## src/rtl/regset_pkg.sv

```systemverilog
// Shared definitions for the register-set operation sequencer.
//   - Default widths and register count for the 6x4-bit register set.
//   - Opcode constants OP_ADD..OP_NOP.
//   - Sequencer state enum (IDLE, READ, EXEC, WRITE).
//   - Opcode classification helpers used for index legality checks.
package regset_pkg;

  localparam int DEF_DATA_W   = 4;
  localparam int DEF_ADDR_W   = 3;
  localparam int DEF_NUM_REGS = 6;

  localparam logic [2:0] OP_ADD = 3'b000;
  localparam logic [2:0] OP_SUB = 3'b001;
  localparam logic [2:0] OP_AND = 3'b010;
  localparam logic [2:0] OP_OR  = 3'b011;
  localparam logic [2:0] OP_XOR = 3'b100;
  localparam logic [2:0] OP_MOV = 3'b101;
  localparam logic [2:0] OP_LDI = 3'b110;
  localparam logic [2:0] OP_NOP = 3'b111;

  typedef enum logic [1:0] {
    IDLE  = 2'd0,
    READ  = 2'd1,
    EXEC  = 2'd2,
    WRITE = 2'd3
  } state_t;

  // Every opcode except NOP produces a register write.
  function automatic logic op_writes(input logic [2:0] op);
    return op != OP_NOP;
  endfunction

  // ADD..MOV consume operand A.
  function automatic logic op_reads_a(input logic [2:0] op);
    return op <= OP_MOV;
  endfunction

  // ADD..XOR consume operand B.
  function automatic logic op_reads_b(input logic [2:0] op);
    return op <= OP_XOR;
  endfunction

endpackage

```

## src/rtl/regset_alu.sv

```systemverilog
// Combinational ALU for the register-set sequencer.
// Ports:
//   op       in  3       opcode
//   a, b     in  DATA_W  operands
//   imm      in  DATA_W  immediate (LDI)
//   result   out DATA_W  result truncated to DATA_W
//   carry    out 1       carry-out (ADD), borrow (SUB), 0 otherwise
//   flag_upd out 1       opcode updates the carry/zero flags
module regset_alu
  import regset_pkg::*;
#(
  parameter int DATA_W = DEF_DATA_W
) (
  input  logic [2:0]        op,
  input  logic [DATA_W-1:0] a,
  input  logic [DATA_W-1:0] b,
  input  logic [DATA_W-1:0] imm,
  output logic [DATA_W-1:0] result,
  output logic              carry,
  output logic              flag_upd
);

  logic [DATA_W:0] sum;
  logic [DATA_W:0] diff;

  assign sum  = {1'b0, a} + {1'b0, b};
  assign diff = {1'b0, a} - {1'b0, b};

  always_comb begin
    result   = '0;
    carry    = 1'b0;
    flag_upd = 1'b0;
    case (op)
      OP_ADD: begin result = sum[DATA_W-1:0];  carry = sum[DATA_W]; flag_upd = 1'b1; end
      // Borrow out of the extended subtraction is exactly a < b.
      OP_SUB: begin result = diff[DATA_W-1:0]; carry = diff[DATA_W]; flag_upd = 1'b1; end
      OP_AND: begin result = a & b; flag_upd = 1'b1; end
      OP_OR:  begin result = a | b; flag_upd = 1'b1; end
      OP_XOR: begin result = a ^ b; flag_upd = 1'b1; end
      OP_MOV: result = a;
      OP_LDI: result = imm;
      default: result = '0;
    endcase
  end

endmodule

```

## src/rtl/regset_op_sequencer.sv

```systemverilog
// Initiator side of the 6x4-bit register-set interface. Accepts one ALU
// instruction per handshake, reads operands through RA/RB, computes the
// result and writes it back through WR/WRD/Reg_EN.
// Ports:
//   clock, reset           clock (rising edge), asynchronous active-high reset
//   instr_valid/ready      instruction handshake; ready is registered
//   instr_op/rd/ra/rb/imm  instruction fields
//   RA, RB  out            register-file read addresses
//   A, B    in             register-file read data (combinational from RA/RB)
//   WR, WRD, Reg_EN out    write address, data, one-cycle write enable
//   done, err       out    retire pulse, illegal-index pulse (with done)
//   flag_c, flag_z  out    carry/borrow and zero flags
module regset_op_sequencer
  import regset_pkg::*;
#(
  parameter int DATA_W   = DEF_DATA_W,
  parameter int ADDR_W   = DEF_ADDR_W,
  parameter int NUM_REGS = DEF_NUM_REGS
) (
  input  logic              clock,
  input  logic              reset,
  input  logic              instr_valid,
  output logic              instr_ready,
  input  logic [2:0]        instr_op,
  input  logic [ADDR_W-1:0] instr_rd,
  input  logic [ADDR_W-1:0] instr_ra,
  input  logic [ADDR_W-1:0] instr_rb,
  input  logic [DATA_W-1:0] instr_imm,
  output logic [ADDR_W-1:0] RA,
  output logic [ADDR_W-1:0] RB,
  input  logic [DATA_W-1:0] A,
  input  logic [DATA_W-1:0] B,
  output logic [ADDR_W-1:0] WR,
  output logic [DATA_W-1:0] WRD,
  output logic              Reg_EN,
  output logic              done,
  output logic              err,
  output logic              flag_c,
  output logic              flag_z
);

  state_t            state_q, state_d;
  logic              accept;
  logic [2:0]        op_q;
  logic [ADDR_W-1:0] rd_q;
  logic [DATA_W-1:0] imm_q, a_q, b_q;
  logic [DATA_W-1:0] alu_res;
  logic              alu_c, alu_upd;
  logic              illegal, wen;

  function automatic logic idx_ok(input logic [ADDR_W-1:0] idx);
    return {1'b0, idx} < (ADDR_W+1)'(NUM_REGS);
  endfunction

  regset_alu #(.DATA_W(DATA_W)) u_alu (
    .op      (op_q),
    .a       (a_q),
    .b       (b_q),
    .imm     (imm_q),
    .result  (alu_res),
    .carry   (alu_c),
    .flag_upd(alu_upd)
  );

  // RA/RB double as the latched source indices of the current instruction.
  assign illegal = (op_writes(op_q)  && !idx_ok(rd_q)) ||
                   (op_reads_a(op_q) && !idx_ok(RA))   ||
                   (op_reads_b(op_q) && !idx_ok(RB));
  assign wen     = op_writes(op_q) && !illegal;
  assign accept  = (state_q == IDLE) && instr_valid && instr_ready;

  always_comb begin
    state_d = state_q;
    case (state_q)
      IDLE:    if (accept) state_d = READ;
      READ:    state_d = EXEC;
      EXEC:    state_d = WRITE;
      default: state_d = IDLE;
    endcase
  end

  always_ff @(posedge clock or posedge reset) begin
    if (reset) state_q <= IDLE;
    else       state_q <= state_d;
  end

  // Instruction fields and operands: only meaningful once an instruction is in flight.
  always_ff @(posedge clock) begin
    if (accept) begin
      op_q  <= instr_op;
      rd_q  <= instr_rd;
      imm_q <= instr_imm;
    end
    if (state_q == READ) begin
      a_q <= A;
      b_q <= B;
    end
  end

  always_ff @(posedge clock or posedge reset) begin
    if (reset) begin
      instr_ready <= 1'b0;
      RA          <= '0;
      RB          <= '0;
      WR          <= '0;
      WRD         <= '0;
      Reg_EN      <= 1'b0;
      done        <= 1'b0;
      err         <= 1'b0;
      flag_c      <= 1'b0;
      flag_z      <= 1'b0;
    end else begin
      instr_ready <= (state_d == IDLE);
      Reg_EN      <= 1'b0;
      done        <= 1'b0;
      err         <= 1'b0;
      // Accept edge: drive read addresses for the READ cycle
      if (accept) begin
        RA <= instr_ra;
        RB <= instr_rb;
      end
      // EXEC -> WRITE edge: result, flags and retire pulses
      if (state_q == EXEC) begin
        done   <= 1'b1;
        err    <= illegal;
        Reg_EN <= wen;
        if (wen) begin
          WR  <= rd_q;
          WRD <= alu_res;
        end
        if (alu_upd && !illegal) begin
          flag_c <= alu_c;
          flag_z <= (alu_res == '0);
        end
      end
    end
  end

endmodule

```

## config.mk

```make
export PLATFORM = sky130hd
export DESIGN_NAME = regset_op_sequencer
export DESIGN_NICKNAME = d
export VERILOG_FILES = /design/src/rtl/regset_pkg.sv /design/src/rtl/regset_alu.sv /design/src/rtl/regset_op_sequencer.sv
export SDC_FILE = /design/constraint.sdc
export NUM_CORES = 1
export LEC_CHECK = 0
export ABC_AREA = 0
export CAP_MARGIN = 30
export CORE_ASPECT_RATIO = 1.25
export CORE_MARGIN = 1.5
export CORE_UTILIZATION = 45
export CTS_CLUSTER_DIAMETER = 80
export DETAILED_ROUTE_END_ITERATION = 7
export PLACE_DENSITY = 0.86
export SKIP_CTS_REPAIR_TIMING = 1
export SLEW_MARGIN = 20
export SYNTH_ARGS = -nofsm -noshare
export SYNTH_HDL_FRONTEND = slang
export SYNTH_SLANG_ARGS = --single-unit
```

## constraint.sdc

```tcl
create_clock -name clock -period 2.3 [get_ports clock]
set_input_delay 0.23 -clock clock [delete_from_list [all_inputs] [get_ports clock]]
set_output_delay 0.23 -clock clock [all_outputs]
set_load 0.05 [all_outputs]
```

==> flow_summary.ini <==
[power]
switching_power_mw = 1.43
p_comb_frac = 0.525
ir_drop_uv = 820
p_clk_frac = 0.133
power.share.switching = 0.432
p_seq_frac = 0.342
power_leakage_nw = 1.11
intPower_mw = 1.88
power_density_nw_per_um2 = 1280
power_mw = 3.31

[finish]
fill_cells = 354
stdcell_count = 263
n_antenna_cell = 0
num-nets-final = 250
seqCellArea_um2 = 1070
syn2layout_area_growth_pct = 30.6
design_area_um2 = 2580
final_cell_mix = clkdlybuf4s50_1 (45), dfrtp_1 (21), edfxtp_1 (18), inv_1 (15), ha_1 (15)
drive_above_1_share = 0.150
layout_commonest_cell = clkdlybuf4s50_1
multi_input_area_um2 = 811

[detailed_routing]
drt_iter0_markers = 26
drt-total-wl_um = 3830
drc_errors = 0
drt_first_pass_iters = 4
routed_via_density = 5.10
wl_per_cell_um = 14.6
final_antenna_net_count = 0
vias = 1340

[setup_path]
path_class = reg2reg
slowest_stage = edfxtp_1
path_max_fanout = 3
cp.required_ns = 2.49
cp-end-kind = register
critPathMaxStageDelay_ns = 0.40
regToRegSetupSlack_ns = 0.13
cp_cell_sequence = inv_1 > ha_1 > a211oi_1 > or3_1 > xnor2_1 > a221o_1 > o41ai_2
crit_buf_inv = 1
arrival_ns = 2.36
start_kind = register
crit_family = compound AO/OA/AOI/OAI gates

[synthesis]
ys_seq_elements = 39
synth-compound-area-share = 0.111
synth_top_family_by_area = adder cells
yosysWarningCount = 0
syn_inst = 154
synth_area_um2 = 1980
synthSimpleGateAreaFrac = 0.0670
synth.avg_cell_area_um2 = 12.8
synthMuxAreaShare = 0.0993
synth_nets = 198
yosysUniqueCellTypes = 39
synth_xor_area_frac = 0.0177
yosysSeqAreaShare = 0.539
synth-adder-area-share = 0.115

[grt]
grt_pass1_wl_um = 6490
overflow = 0
gr-usage-met1 = 0.183
antenna_found_initial = 0
grt_pass1_vias = 1471
grt_use_met3 = 0.0425
grt_usage = 0.175
top_usage_layer = met2
use_met2 = 0.324
grt_max_degree = 22

[placement]
preCtsSetupSlack_ns = 0.116
place_inst = 255
io_buffers = 45
postPlaceCellArea_um2 = 2500
gp_congestion = 0.828
dp_hpwl_um = 3040

[timing]
fin_crit_sh = 0.941
hold_viol = 0
rsz0062_at_grt = false
final.min_clock_period_ns = 2.17
worst_slew_pin_slew_ns = 0.785
setup_ws_ns = 0.135
timing.fmax_ghz = 0.462
drv_slew = 0
finalSetupTns_ns = 0
skew_ns = 0.00844
slew_headroom = 0.476
setup_violations = 0

[clocking]
clk_pin_slew_ns = 0.08
insertion_delay_ns = 0.29
htreeDepth = 2
cts.sinks = 39
root_buffer = clkbuf_8
max-clock-path-buffers = 2
cts_tree = built
cts_buffers = 5

[die]
die_h_um = 77.1
rows = 26
start_util = 0.475
die_area_um2 = 4800
io_pins = 46
die_w_um = 62.3
core_um2 = 4160

[status]
status = complete, no violations

[flow_run]
cap_violations = 0

[hold_path]
hold_class = in2async
cell usage after synthesis, drive strengths merged:
cell,n,area (um^2)
a21oi,5,25.0
clkbuf,2,7.51
o22ai,1,6.26
a2111o,1,11.3
a211oi,3,22.5
or2,1,6.26
and3,1,6.26
nand3,3,20.0
fa,2,40.0
nor2,7,26.3
edfxtp,18,541
mux2,13,146
o21ai,6,30.0
a32o,1,10.0
o41ai,1,16.3
nand3b,1,7.51
and2b,1,7.51
mux2i,5,50.1
xor2,2,17.5
o21bai,2,15.0
inv,15,56.3
nand2b,2,20.0
xnor2,2,17.5
ha,15,188
a31oi,3,18.8
a22oi,1,7.51
buf,4,37.5
dfrtp,21,526
o221ai,2,17.5
o311a,1,10.0
o221a,1,11.3
or3,1,6.26
a21o,1,7.51
and2,1,6.26
a221o,1,10.0
nand2,7,26.3
kinds of logic after synthesis:
kind of cell	after synthesis
AND/OR/NAND/NOR	25
AO/OA/AOI/OAI	30
adder cells (fa/ha/maj)	17
multiplexers	18
buffers and inverters	21
flip-flops	39
XOR/XNOR	4
metal layers:
| layer | part of all wire | up-vias |
|---|---|---|
| met4 | 0.034 | 0 |
| met1 | 0.37 | 640 |
| met5 | 0 | - |
| li1 | - | 651 |
| met3 | 0.042 | 11 |
| met2 | 0.56 | 38 |
area by class of cell:
class / instances / area share
Inverter: 15 / 0.0218
Clock buffer: 6 / 0.0281
Tap cell: 56 / 0.0271
Clock inverter: 2 / 0.00436
Sequential cell: 39 / 0.413
Timing Repair Buffer: 51 / 0.192
Multi-Input combinational cell: 94 / 0.314
through the flow:
stage | hold WS (ns) | utilization
after CTS | 0.418 | 0.620
after detailed placement | 0.472 | 0.600
after global placement | 0.458 | 0.600
after floorplan | 0.207 | -
after global routing | 0.471 | 0.620
final | 0.383 | 0.620
final timing paths:
check                              from          to  cells past startpoint
max in group asynchronous         reset  state_q[0]                      2
worst max register to register   b_q[1]      flag_z                      7
min in group clock              rd_q[0]       WR[0]                      1
worst min-delay path              reset       RB[0]                      2
worst min register to register  rd_q[0]       WR[0]                      1
worst max-delay path             b_q[1]      flag_z                      7
worst reg2reg max path: stages (launching register included):
cell      delay [ns]
edfxtp_1        0.40
inv_1           0.11
ha_1            0.32
a211oi_1        0.07
or3_1           0.37
xnor2_1         0.13
a221o_1         0.35
o41ai_2         0.34
power by group through the flow:
stage          clock (mW)  sequential (mW)  combinational, mW
2_1_floorplan           0             1.68              0.647
6_report            0.440             1.13               1.74
3_5_place_dp            0             1.15               1.74
5_1_grt             0.479             1.17               1.85
3_3_place_gp            0             1.14               1.70
4_1_cts             0.452             1.14               1.75
registers in the layout (all words and copies together) (netlist names):
name / flops
RA: 3
state_q: 2
imm_q: 4
WR: 3
instr_ready: 1
op_q: 3
flag_c: 1
RB: 3
done: 1
a_q: 4
Reg_EN: 1
b_q: 4
WRD: 4
rd_q: 3
err: 1
flag_z: 1
Power figures use the tool's default switching activity.
